`src/rtl/op_pkg.sv`:
```
// op_pkg: opcode type, encoding prefixes and immediate-field classes shared by the encoder and decoder
package op_pkg;

    typedef enum logic [5:0] {
        OPCODE_ERROR, OPCODE_LDUR, OPCODE_STUR, OPCODE_F_LDUR, OPCODE_F_STUR,
        OPCODE_MOVZ, OPCODE_MOVK, OPCODE_ADD, OPCODE_SUB, OPCODE_ADDS, OPCODE_SUBS,
        OPCODE_CMN, OPCODE_CMP, OPCODE_ORR, OPCODE_EOR, OPCODE_ANDS, OPCODE_TST,
        OPCODE_MVN, OPCODE_LSL, OPCODE_LSR, OPCODE_ASR, OPCODE_B, OPCODE_BL,
        OPCODE_B_COND, OPCODE_ADRP, OPCODE_RET, OPCODE_NOP, OPCODE_HLT,
        OPCODE_FMOV, OPCODE_FNEG, OPCODE_FCMP, OPCODE_FCMPR, OPCODE_FADD,
        OPCODE_FSUB, OPCODE_FMUL
    } opcode_t;

    typedef enum logic [2:0] {
        IMM9_S, IMM12_U, IMM16_U, IMM19_S, IMM21_S, IMM26_S, SHIFT6_U, NONE
    } field_class_t;

    typedef struct packed {
        opcode_t     op;
        logic [4:0]  rd;
        logic [4:0]  rn;
        logic [4:0]  rm;
        logic [31:0] imm;
        logic [1:0]  hw;
        logic [3:0]  cond;
    } enc_req_t;

    localparam logic [10:0] P_LDUR   = 11'b11111000010;
    localparam logic [10:0] P_STUR   = 11'b11111000000;
    localparam logic [10:0] P_F_LDUR = 11'b11111100010;
    localparam logic [10:0] P_F_STUR = 11'b11111100000;
    localparam logic [10:0] P_ADDS   = 11'b10101011000;
    localparam logic [10:0] P_SUBS   = 11'b11101011000;
    localparam logic [10:0] P_ORR    = 11'b10101010000;
    localparam logic [10:0] P_EOR    = 11'b11001010000;
    localparam logic [10:0] P_ANDS   = 11'b11101010000;
    localparam logic [10:0] P_MVN    = 11'b10101010001;
    localparam logic [10:0] P_FP     = 11'b00011110011;
    localparam logic [9:0]  P_ADDI   = 10'b1001000100;
    localparam logic [9:0]  P_SUBI   = 10'b1101000100;
    localparam logic [9:0]  P_UBFM   = 10'b1101001101;
    localparam logic [9:0]  P_SBFM   = 10'b1001001101;
    localparam logic [8:0]  P_MOVZ   = 9'b110100101;
    localparam logic [8:0]  P_MOVK   = 9'b111100101;
    localparam logic [7:0]  P_BCOND  = 8'b01010100;
    localparam logic [5:0]  P_B      = 6'b000101;
    localparam logic [5:0]  P_BL     = 6'b100101;

    function automatic field_class_t field_class(opcode_t op);
        case (op)
            OPCODE_LDUR, OPCODE_STUR, OPCODE_F_LDUR, OPCODE_F_STUR: return IMM9_S;
            OPCODE_ADD, OPCODE_SUB:                                 return IMM12_U;
            OPCODE_MOVZ, OPCODE_MOVK, OPCODE_HLT:                   return IMM16_U;
            OPCODE_B_COND:                                          return IMM19_S;
            OPCODE_ADRP:                                            return IMM21_S;
            OPCODE_B, OPCODE_BL:                                    return IMM26_S;
            OPCODE_LSL, OPCODE_LSR, OPCODE_ASR:                     return SHIFT6_U;
            default:                                                return NONE;
        endcase
    endfunction

    // Signed fields must be a sign-extension; unsigned fields must have no bits above the field
    function automatic logic imm_ok(field_class_t c, logic [31:0] imm);
        case (c)
            IMM9_S:   return &imm[31:8]  || ~|imm[31:8];
            IMM12_U:  return ~|imm[31:12];
            IMM16_U:  return ~|imm[31:16];
            IMM19_S:  return &imm[31:18] || ~|imm[31:18];
            IMM21_S:  return &imm[31:20] || ~|imm[31:20];
            IMM26_S:  return &imm[31:25] || ~|imm[31:25];
            SHIFT6_U: return ~|imm[31:6];
            default:  return 1'b1;
        endcase
    endfunction

endpackage

```
`src/rtl/inst_encoder_if.sv`:
```
// inst_encoder_if: request/response handshake bundle of the instruction encoder
interface inst_encoder_if;
    import op_pkg::*;
    logic        in_valid;
    logic        in_ready;
    opcode_t     in_op;
    logic [4:0]  in_rd;
    logic [4:0]  in_rn;
    logic [4:0]  in_rm;
    logic [31:0] in_imm;
    logic [1:0]  in_hw;
    logic [3:0]  in_cond;
    logic        out_valid;
    logic        out_ready;
    logic [31:0] out_inst;
    logic        out_err;
    logic [15:0] err_count;

    modport master (
        output in_valid, in_op, in_rd, in_rn, in_rm, in_imm, in_hw, in_cond, out_ready,
        input  in_ready, out_valid, out_inst, out_err, err_count
    );
    modport slave (
        input  in_valid, in_op, in_rd, in_rn, in_rm, in_imm, in_hw, in_cond, out_ready,
        output in_ready, out_valid, out_inst, out_err, err_count
    );
endinterface

```
`src/rtl/inst_pack.sv`:
```
// inst_pack: combinational (op, fields) -> (32-bit AArch64 word, error) packer
module inst_pack
    import op_pkg::*;
(
    input  enc_req_t    req_i,
    output logic [31:0] word_o,
    output logic        err_o
);
    logic [31:0] i;
    logic [4:0]  rd, rn, rm;
    logic [5:0]  s;

    assign i  = req_i.imm;
    assign rd = req_i.rd;
    assign rn = req_i.rn;
    assign rm = req_i.rm;
    assign s  = req_i.imm[5:0];

    always_comb begin
        word_o = '0;
        err_o  = !imm_ok(field_class(req_i.op), i);
        case (req_i.op)
            OPCODE_LDUR:   word_o = {P_LDUR, i[8:0], 2'b00, rn, rd};
            OPCODE_STUR:   word_o = {P_STUR, i[8:0], 2'b00, rn, rd};
            OPCODE_F_LDUR: word_o = {P_F_LDUR, i[8:0], 2'b00, rn, rd};
            OPCODE_F_STUR: word_o = {P_F_STUR, i[8:0], 2'b00, rn, rd};
            OPCODE_MOVZ:   word_o = {P_MOVZ, req_i.hw, i[15:0], rd};
            OPCODE_MOVK:   word_o = {P_MOVK, req_i.hw, i[15:0], rd};
            OPCODE_ADD:    word_o = {P_ADDI, i[11:0], rn, rd};
            OPCODE_SUB:    word_o = {P_SUBI, i[11:0], rn, rd};
            OPCODE_ADDS:   word_o = {P_ADDS, rm, 6'b0, rn, rd};
            OPCODE_SUBS:   word_o = {P_SUBS, rm, 6'b0, rn, rd};
            OPCODE_ORR:    word_o = {P_ORR, rm, 6'b0, rn, rd};
            OPCODE_EOR:    word_o = {P_EOR, rm, 6'b0, rn, rd};
            OPCODE_ANDS:   word_o = {P_ANDS, rm, 6'b0, rn, rd};
            OPCODE_CMN:    word_o = {P_ADDS, rm, 6'b0, rn, 5'd31};
            OPCODE_CMP:    word_o = {P_SUBS, rm, 6'b0, rn, 5'd31};
            OPCODE_TST:    word_o = {P_ANDS, rm, 6'b0, rn, 5'd31};
            OPCODE_MVN:    word_o = {P_MVN, rm, 6'b0, 5'd31, rd};
            // LSL is UBFM with immr=-s, imms=63-s; LSL #0 lands on the LSR #0 word
            OPCODE_LSL:    word_o = {P_UBFM, 6'd0 - s, ~s, rn, rd};
            OPCODE_LSR:    word_o = {P_UBFM, s, 6'd63, rn, rd};
            OPCODE_ASR:    word_o = {P_SBFM, s, 6'd63, rn, rd};
            OPCODE_B:      word_o = {P_B, i[25:0]};
            OPCODE_BL:     word_o = {P_BL, i[25:0]};
            OPCODE_B_COND: word_o = {P_BCOND, i[18:0], 1'b0, req_i.cond};
            OPCODE_ADRP:   word_o = {1'b1, i[1:0], 5'b10000, i[20:2], rd};
            OPCODE_RET:    word_o = 32'hD65F_0000 | {22'd0, rn, 5'd0};
            OPCODE_NOP:    word_o = 32'hD503_201F;
            OPCODE_HLT:    word_o = 32'hD440_0000 | {11'd0, i[15:0], 5'd0};
            OPCODE_FMOV:   word_o = {P_FP, 5'd0, 6'b010000, rn, rd};
            OPCODE_FNEG:   word_o = {P_FP, 5'd1, 6'b010000, rn, rd};
            OPCODE_FCMP:   word_o = {P_FP, 5'd0, 6'b001000, rn, 5'b01000};
            OPCODE_FCMPR:  word_o = {P_FP, rm, 6'b001000, rn, 5'b00000};
            OPCODE_FADD:   word_o = {P_FP, rm, 6'b001010, rn, rd};
            OPCODE_FSUB:   word_o = {P_FP, rm, 6'b001110, rn, rd};
            OPCODE_FMUL:   word_o = {P_FP, rm, 6'b000010, rn, rd};
            default:       err_o  = 1'b1;
        endcase
    end
endmodule

```
`src/rtl/inst_encoder.sv`:
```
// inst_encoder: two-stage valid/ready pipeline around inst_pack with a saturating error counter
module inst_encoder
    import op_pkg::*;
(
    input  logic          clk_in,
    input  logic          rst_N_in,
    inst_encoder_if.slave bus
);
    enc_req_t    req, s1_q, s1_d;
    logic        s1_valid_q, s1_valid_d, s2_valid_q, s2_valid_d;
    logic [31:0] inst_q, inst_d, word;
    logic        err_q, err_d, err;
    logic [15:0] cnt_q, cnt_d;
    logic        s1_load, s2_load;

    assign req = '{op: bus.in_op, rd: bus.in_rd, rn: bus.in_rn, rm: bus.in_rm,
                   imm: bus.in_imm, hw: bus.in_hw, cond: bus.in_cond};
    assign s2_load = !s2_valid_q || bus.out_ready;
    assign s1_load = !s1_valid_q || s2_load;

    inst_pack u_pack (
        .req_i  (s1_q),
        .word_o (word),
        .err_o  (err)
    );

    always_comb begin
        s1_valid_d = s1_load ? bus.in_valid : s1_valid_q;
        s1_d       = (s1_load && bus.in_valid) ? req : s1_q;
        s2_valid_d = s2_load ? s1_valid_q : s2_valid_q;
        inst_d     = (s2_load && s1_valid_q) ? word : inst_q;
        err_d      = (s2_load && s1_valid_q) ? err : err_q;
        cnt_d      = (s2_valid_q && bus.out_ready && err_q && cnt_q != 16'hFFFF) ? cnt_q + 16'd1 : cnt_q;
    end

    always_ff @(posedge clk_in or negedge rst_N_in) begin
        if (!rst_N_in) begin
            s1_q       <= '0;
            s1_valid_q <= 1'b0;
            s2_valid_q <= 1'b0;
            inst_q     <= '0;
            err_q      <= 1'b0;
            cnt_q      <= '0;
        end else begin
            s1_q       <= s1_d;
            s1_valid_q <= s1_valid_d;
            s2_valid_q <= s2_valid_d;
            inst_q     <= inst_d;
            err_q      <= err_d;
            cnt_q      <= cnt_d;
        end
    end

    assign bus.in_ready  = s1_load;
    assign bus.out_valid = s2_valid_q;
    assign bus.out_inst  = inst_q;
    assign bus.out_err   = err_q;
    assign bus.err_count = cnt_q;
endmodule
```
`src/flat_wrapper.sv`:
```
// flat-port wrapper written by rule: the top's interface ports become plain ports
module inst_encoder_flat import op_pkg::*;
  (clk_in, rst_N_in, bus_in_valid, bus_in_op, bus_in_rd, bus_in_rn, bus_in_rm, bus_in_imm, bus_in_hw, bus_in_cond, bus_out_ready, bus_in_ready, bus_out_valid, bus_out_inst, bus_out_err, bus_err_count);
  inst_encoder_if bus_i ();
  input  logic clk_in;
  input  logic rst_N_in;
  input wire logic [$bits(bus_i.in_valid)-1:0] bus_in_valid;
  input wire logic [$bits(bus_i.in_op)-1:0] bus_in_op;
  input wire logic [$bits(bus_i.in_rd)-1:0] bus_in_rd;
  input wire logic [$bits(bus_i.in_rn)-1:0] bus_in_rn;
  input wire logic [$bits(bus_i.in_rm)-1:0] bus_in_rm;
  input wire logic [$bits(bus_i.in_imm)-1:0] bus_in_imm;
  input wire logic [$bits(bus_i.in_hw)-1:0] bus_in_hw;
  input wire logic [$bits(bus_i.in_cond)-1:0] bus_in_cond;
  input wire logic [$bits(bus_i.out_ready)-1:0] bus_out_ready;
  output wire logic [$bits(bus_i.in_ready)-1:0] bus_in_ready;
  output wire logic [$bits(bus_i.out_valid)-1:0] bus_out_valid;
  output wire logic [$bits(bus_i.out_inst)-1:0] bus_out_inst;
  output wire logic [$bits(bus_i.out_err)-1:0] bus_out_err;
  output wire logic [$bits(bus_i.err_count)-1:0] bus_err_count;
  assign bus_i.in_valid = bus_in_valid;
  assign bus_i.in_op = bus_in_op;
  assign bus_i.in_rd = bus_in_rd;
  assign bus_i.in_rn = bus_in_rn;
  assign bus_i.in_rm = bus_in_rm;
  assign bus_i.in_imm = bus_in_imm;
  assign bus_i.in_hw = bus_in_hw;
  assign bus_i.in_cond = bus_in_cond;
  assign bus_i.out_ready = bus_out_ready;
  assign bus_in_ready = bus_i.in_ready;
  assign bus_out_valid = bus_i.out_valid;
  assign bus_out_inst = bus_i.out_inst;
  assign bus_out_err = bus_i.out_err;
  assign bus_err_count = bus_i.err_count;
  inst_encoder u_core (.clk_in(clk_in), .rst_N_in(rst_N_in), .bus(bus_i));
endmodule
```
`config.mk`:
```
export PLATFORM = sky130hd
export DESIGN_NAME = inst_encoder_flat
export DESIGN_NICKNAME = d
export VERILOG_FILES = /design/src/rtl/op_pkg.sv /design/src/rtl/inst_encoder_if.sv /design/src/rtl/inst_pack.sv /design/src/rtl/inst_encoder.sv /design/src/flat_wrapper.sv
export SDC_FILE = /design/constraint.sdc
export NUM_CORES = 1
export LEC_CHECK = 0
export BUFFER_PORTS_ARGS = -buffer_cell sky130_fd_sc_hd__buf_4
export CAP_MARGIN = 20
export CORE_ASPECT_RATIO = 1.1
export CORE_MARGIN = 2
export CORE_UTILIZATION = 30
export CTS_CLUSTER_DIAMETER = 60
export DETAILED_ROUTE_END_ITERATION = 8
export PLACE_DENSITY = 0.51
export SLEW_MARGIN = 20
export SYNTH_ARGS = -nofsm -noshare
export SYNTH_HDL_FRONTEND = slang
export SYNTH_HIERARCHICAL = 1
export SYNTH_SLANG_ARGS = --single-unit
```
`constraint.sdc`:
```
create_clock -name clk_in -period 3.5 [get_ports clk_in]
set_input_delay 0.35 -clock clk_in [delete_from_list [all_inputs] [get_ports clk_in]]
set_output_delay 0.35 -clock clk_in [all_outputs]
set_load 0.03 [all_outputs]
```
Yosys cells after proc, flatten, opt, wreduce, memory -nomap -nowiden
Memories as Yosys holds them, arrays and structs flattened. Index checks and enable logic that the tools add are counted.

Register bits: 110. Bits in latches: 0. RAM bits: 0. ROM bits: 96. Input bits: 63. Word-level logic and storage cells: 95. Memories: 1.

Memories: (no name shown) (words 32, width 3, read ports 1, clocked after Yosys merged registers in 0, write ports 0, line op_pkg.sv:50) `case (op)`.

Add/sub/neg operators: 2. Multipliers: 0. Divide/modulo/power cells: 0. $lt $le $gt $ge: 0. Equality and inequality tests: 41. Shift-type cells: 0. Muxes and demuxes: 4. Bitwise gates (word level): 1. Reductions and logical operators: 34.

Operator list (number): case mux 32 bit (34 select lines) (1); == test 6 x 5 -> 1 bit (second input constant) (16); == test 6 x 4 -> 1 bit (second input constant) (8); OR reduction 34 bit (1); OR reduction 26 bit (1); == test 6 x 3 -> 1 bit (second input constant) (4); AND reduction 24 bit (1); OR reduction 24 bit (1); OR reduction 20 bit (1); == test 6 bit (second input constant) (3); adder 16 x 1 -> 16 bit (second input constant) (1); != test 16 bit (second input constant) (1); OR reduction 16 bit (1); AND reduction 14 bit (1); OR reduction 14 bit (1); == test 6 x 2 -> 1 bit (second input constant) (2); AND reduction 12 bit (1); OR reduction 12 bit (1); logical NOT 1 bit (10); == test 3 bit (second input constant) (3); case mux 1 bit (7 select lines) (1); AND reduction 7 bit (1); OR reduction 7 bit (1); == test 3 x 2 -> 1 bit (second input constant) (2); 9 further kinds (18).

Logic depth before layout (Yosys ltp)
Depth after elaboration: 6. Mapped depth: 11.

By module
Netlist, hierarchy kept.

Modules (own cells, without submodules): inst_encoder (instances 1, cells an instance 277, area each 4310.4 sq um, sequential area each 2752.6 sq um); inst_pack (instances 1, cells an instance 345, area each 2144.6 sq um, sequential area each 0.0 sq um).

Worst setup path after synthesis
OpenSTA, ideal clock, no wires.

Kind: reg-to-reg. Start: reg u_core/s1_q[53] in the netlist's numbering. End: reg u_core.inst_q[20], in the netlist u_core/bus.out_inst[20]. Setup time: 0.125 ns. Arrival: 2.275 ns. Setup slack: 1.100 ns. Stages on the path, launching flop included: 12. Path buffers: 3. Clock period less this slack: 2.400 ns. Path through: dfrtp_1 > inv_1 > ha_1 > or2_1 > buf_2 > and3_1 > buf_6 > buf_2 > a222oi_1 > nand3_1 > a221o_1 > mux2_2.

Cells in the longest elaborated chain, start to end: 2. Elaborated cells on any way between the ends: 35. Classes of those cells: 34 x eq/ne; 1 x mux.

Ends and longest elaborated chain: start, declared (line inst_encoder.sv:9) `enc_req_t req, s1_q, s1_d;`; start signal, assigned (line inst_encoder.sv:38) `s1_q <= '0;`; start signal, assigned (line inst_encoder.sv:45) `s1_q <= s1_d;`; == test 6 bit (tied with other cells) (line inst_pack.sv:22) `case (req_i.op)`; case mux 32 bit (34 select lines) (*) (line inst_pack.sv:22); named net u_core.word[20] (line inst_encoder.sv:11) `logic [31:0] inst_q, inst_d, word;`; end signal, assigned (line inst_encoder.sv:48) `inst_q <= inst_d;`; end, declared (line inst_encoder.sv:11).

The timed path passes the listed nets; every way through them passes the cells marked *. A chain may end at the register's enable or synchronous reset.

Final worst setup path
Start: reg u_core/s1_q[53] in the netlist's numbering. End: reg u_core.inst_q[17], in the netlist u_core/bus.out_inst[17].

Same word-level chain as after synthesis.

==> results.tsv <==
stage	metric	value	unit
run_status	run_status	finished clean	
synth	seq_area_frac_synth	42.6	%
drt	drc	0	
clocking	cts_resized	0	
timing	maxSlewHeadroom	39.1	%
pwr	power	0.00463	W
timing	fin_skew	18.5	ps
synth	dominantRegCellSynth	dfrtp_1	
critical_path	crit_path_max_fanout	15	
cells_and_area	fin_cells	1019	
critical_path	start_kind	register	
clocking	cts_tree	built	
floorplanning	die_w	144	µm
grt	grt_use_total	18.2	%
grt	grt_pass1_wl	31700	µm
synth	yosysWarnings	6	
cells_and_area	final_cell_area	7900	µm²
placed_design	dp.cells	1003	
timing	worst_pin_slew	912	ps
clocking	clk_latency	360	ps
grt	antenna_found_initial	0	
cells_and_area	drive_gt1_share	36.4	%
flow_run	cap_violations	0	
critical_path	endpoint_kind	register	
drt	drtIter0Drc	348	
clocking	cts_buffers	9	
synth	ys_ff_latch	110	
grt	overflow	0	
pwr	p_leak	3.52	nW
clocking	cts_root_buffer	clkbuf_16	
clocking	post_cts_buffers	0	
timing	finalSetupTns	0	ps
synth	syn_area	6450	µm²
timing	slew_viol_final	0	
drt	wl	20600	µm
synth	synth_edf_count	0	
synth	synthArstFlopShare	100	%
synth	syn_nets	692	
floorplanning	core_area	21200	µm²
critical_path	cp_common_cell	a221o_1	
drt	antenna_left	0	
min_path	worstHoldPathType	in2async	
clocking	clk_pin_slew_worst_paths	80	ps
placed_design	placed_area	7600	µm²
timing	fin_crit_sh	86.1	%
cells_and_area	syn_to_final_growth	22.4	%
timing	rsz0062_at_grt	no	
drt	drt-wirelength-per-cell	20.2	µm
floorplanning	ios	114	
critical_path	path_cells	inv_1 > ha_1 > or2_1 > and3_1 > buf_4 > a22oi_2 > nand2_1 > a221o_1 > a221o_1 > mux2_2	
drt	wl_met2	9910	µm
drt	wl_met3	1290	µm
clocking	htreeDepth	3	
timing	min_period	3010	ps
cells_and_area	nNetsFinal	794	
critical_path	crit_type	reg2reg	
timing	setup_viol_count_final	0	
floorplanning	die_h	158	µm
synth	syn_avg_cell_area	10.4	µm²
critical_path	crit_slowest_cell	or2_1	
critical_path	critical_path_arrival	3250	ps
critical_path	required	3740	ps
critical_path	crit_family	simple AND/OR/NAND/NOR gates	
pwr	powerDensity	585	nW/µm²
drt	viasPerCell	5.44	
floorplanning	die_area	22700	µm²
floorplanning	start_util	30.4	%
placed_design	gp_congestion	0.930	
grt	grt_pass1_vias	5642	
critical_path	path_buf_inv	2	
cells_and_area	diodes	0	
timing	hold_viol_final	0	
timing	fmax	332	MHz
pwr	peakVddDrop	0.000241	V
grt	grt_max_degree	66	
floorplanning	num_rows	56	
synth	synthDistinctLibCells	72	
placed_design	dp_hpwl	15200	µm
clocking	cts_buffer_depth	2	
placed_design	pre_cts_ws	518	ps
drt	topRoutingLayerUsed	met4	
drt	num_vias	5540	
synth	synthCells	622	
placed_design	portBuffers	113	
clocking	holdBufCountCts	0	
timing	setup_ws	488	ps
drt	drtPass1Iterations	4	
cells_and_area	n_fill_cell	2137	
critical_path	max_stage_delay	410	ps
drt	wl_met1	8910	µm
clocking	cts_sinks	110	
[worst register-to-register path: stages, from the launching register on]
cell and delay, ps:
dfrtp_1 400, inv_1 100, ha_1 400, or2_1 420, and3_1 330, buf_4 230
a22oi_2 180, nand2_1 70, a221o_1 260, a221o_1 260, mux2_2 250
[synth_stat cells (3+ instances only)]
cell type  number  area (µm²)
nand2_1        53         199
inv_1          12        45.0
a221o_1        19         190
nand3_1        18        90.1
a221oi_1        9        78.8
nor2_1         34         128
nand2b_1        8        50.1
nor4_1          7        43.8
o22ai_1         4        25.0
a211oi_1        6        45.0
xor2_1         15         131
nand4_1        14        87.6
a31oi_1         6        37.5
and2_1          5        31.3
a21oi_1        30         150
mux2_2         93        1050
o211ai_1       11        82.6
clkbuf_1       11        41.3
dfrtp_1       110        2750
nor3_1         17        85.1
nor2b_1         4        25.0
o2111ai_1       3        26.3
buf_4           4        30.0
ha_1            7        87.6
buf_6           3        33.8
or3_4           3        33.8
nand3b_1        3        22.5
buf_2          22         110
o21ai_0        15        75.1
a22oi_1         8        60.1
and3_1         12        75.1
[per-stage QoR]
| step | utilization (%) | hold WS (ps) |
|---|---|---|
| after floorplan | - | 54.4 |
| after global placement | 35.8 | 409 |
| after detailed placement | 35.8 | 420 |
| after CTS | 37.2 | 32.9 |
| after global routing | 37.2 | 54.1 |
| final | 37.2 | 3.86 |
[final timing paths]
path,cells past startpoint,slack [ps],start,endpoint
worst min register to register,1,500,u_core/s1_valid_q,u_core/bus.out_valid
worst min-delay path,1,4,rst_N_in,u_core/bus.err_count[5]
min in group clk_in,2,210,bus_in_imm[28],u_core/s1_q[34]
worst max register to register,10,490,u_core/s1_q[53],u_core/bus.out_inst[17]
worst max-delay path,10,490,u_core/s1_q[53],u_core/bus.out_inst[17]
max in group asynchronous,2,2730,rst_N_in,u_core/s1_q[23]
[layout by cell type, fill, tap and decap left out, types with 3 or more instances in the layout]
cell type and count:
a31oi_1 6, xor2_1 15, dfrtp_1 110, nand2_1 52
mux2_2 93, and3_1 12, or3_4 3, buf_4 131
nor2_1 34, a21oi_1 30, nand4_1 14, o22ai_1 4
a22oi_1 8, o2111ai_1 3, o21ai_0 15, and2_1 5
ha_1 7, o211ai_1 11, nor2b_1 4, a211oi_1 6
clkbuf_16 9, a221o_1 19, nor4_1 7, nand2b_1 8
nor3_1 17, nand3_1 18, inv_1 12, nand3b_1 3
a221oi_1 9
[power by group]
| part | switching [W] | internal, W |
|---|---|---|
| Clock | 0.000517 | 0.000505 |
| Combinational | 0.00101 | 0.000746 |
| Sequential | 0.000305 | 0.00154 |
[registers in the layout, indices dropped and copies added, names as in the netlist]
signal,cells
u_core/bus.out_valid,1
u_core/s1_q,59
u_core/bus.err_count,16
u_core/s1_valid_q,1
u_core/bus.out_err,1
u_core/bus.out_inst,32
[final cells by class]
class | count | area, µm² | share of cell area, %
multi-input combinational | 458 | 3440 | 43.5
sequential | 110 | 2750 | 34.8
clock inverter | 7 | 72.6 | 0.918
timing repair buffer | 132 | 1000 | 12.7
inverter | 13 | 48.8 | 0.617
tap | 290 | 363 | 4.59
clock buffer | 9 | 225 | 2.85
[kinds of logic (layout without fill, tap and decap cells)]
family,after synthesis,after routing,synth area share (%)
AND/OR/NAND/NOR,201,201,17.2
AO/OA/AOI/OAI,136,136,15.3
flip-flops,110,110,42.6
multiplexers,97,97,17.0
buffers and inverters,54,161,4.15
XOR/XNOR,17,17,2.31
adder cells (fa/ha/maj),7,7,1.36
[per-layer routing]
metal / vias up / GRT usage (%)
li1: 2536 / -
met1: 2736 / 23.4
met2: 232 / 30.7
met3: 36 / 3.02
met4: 0 / 6.49
met5: - / 0
Power figures use the tool's default switching activity.
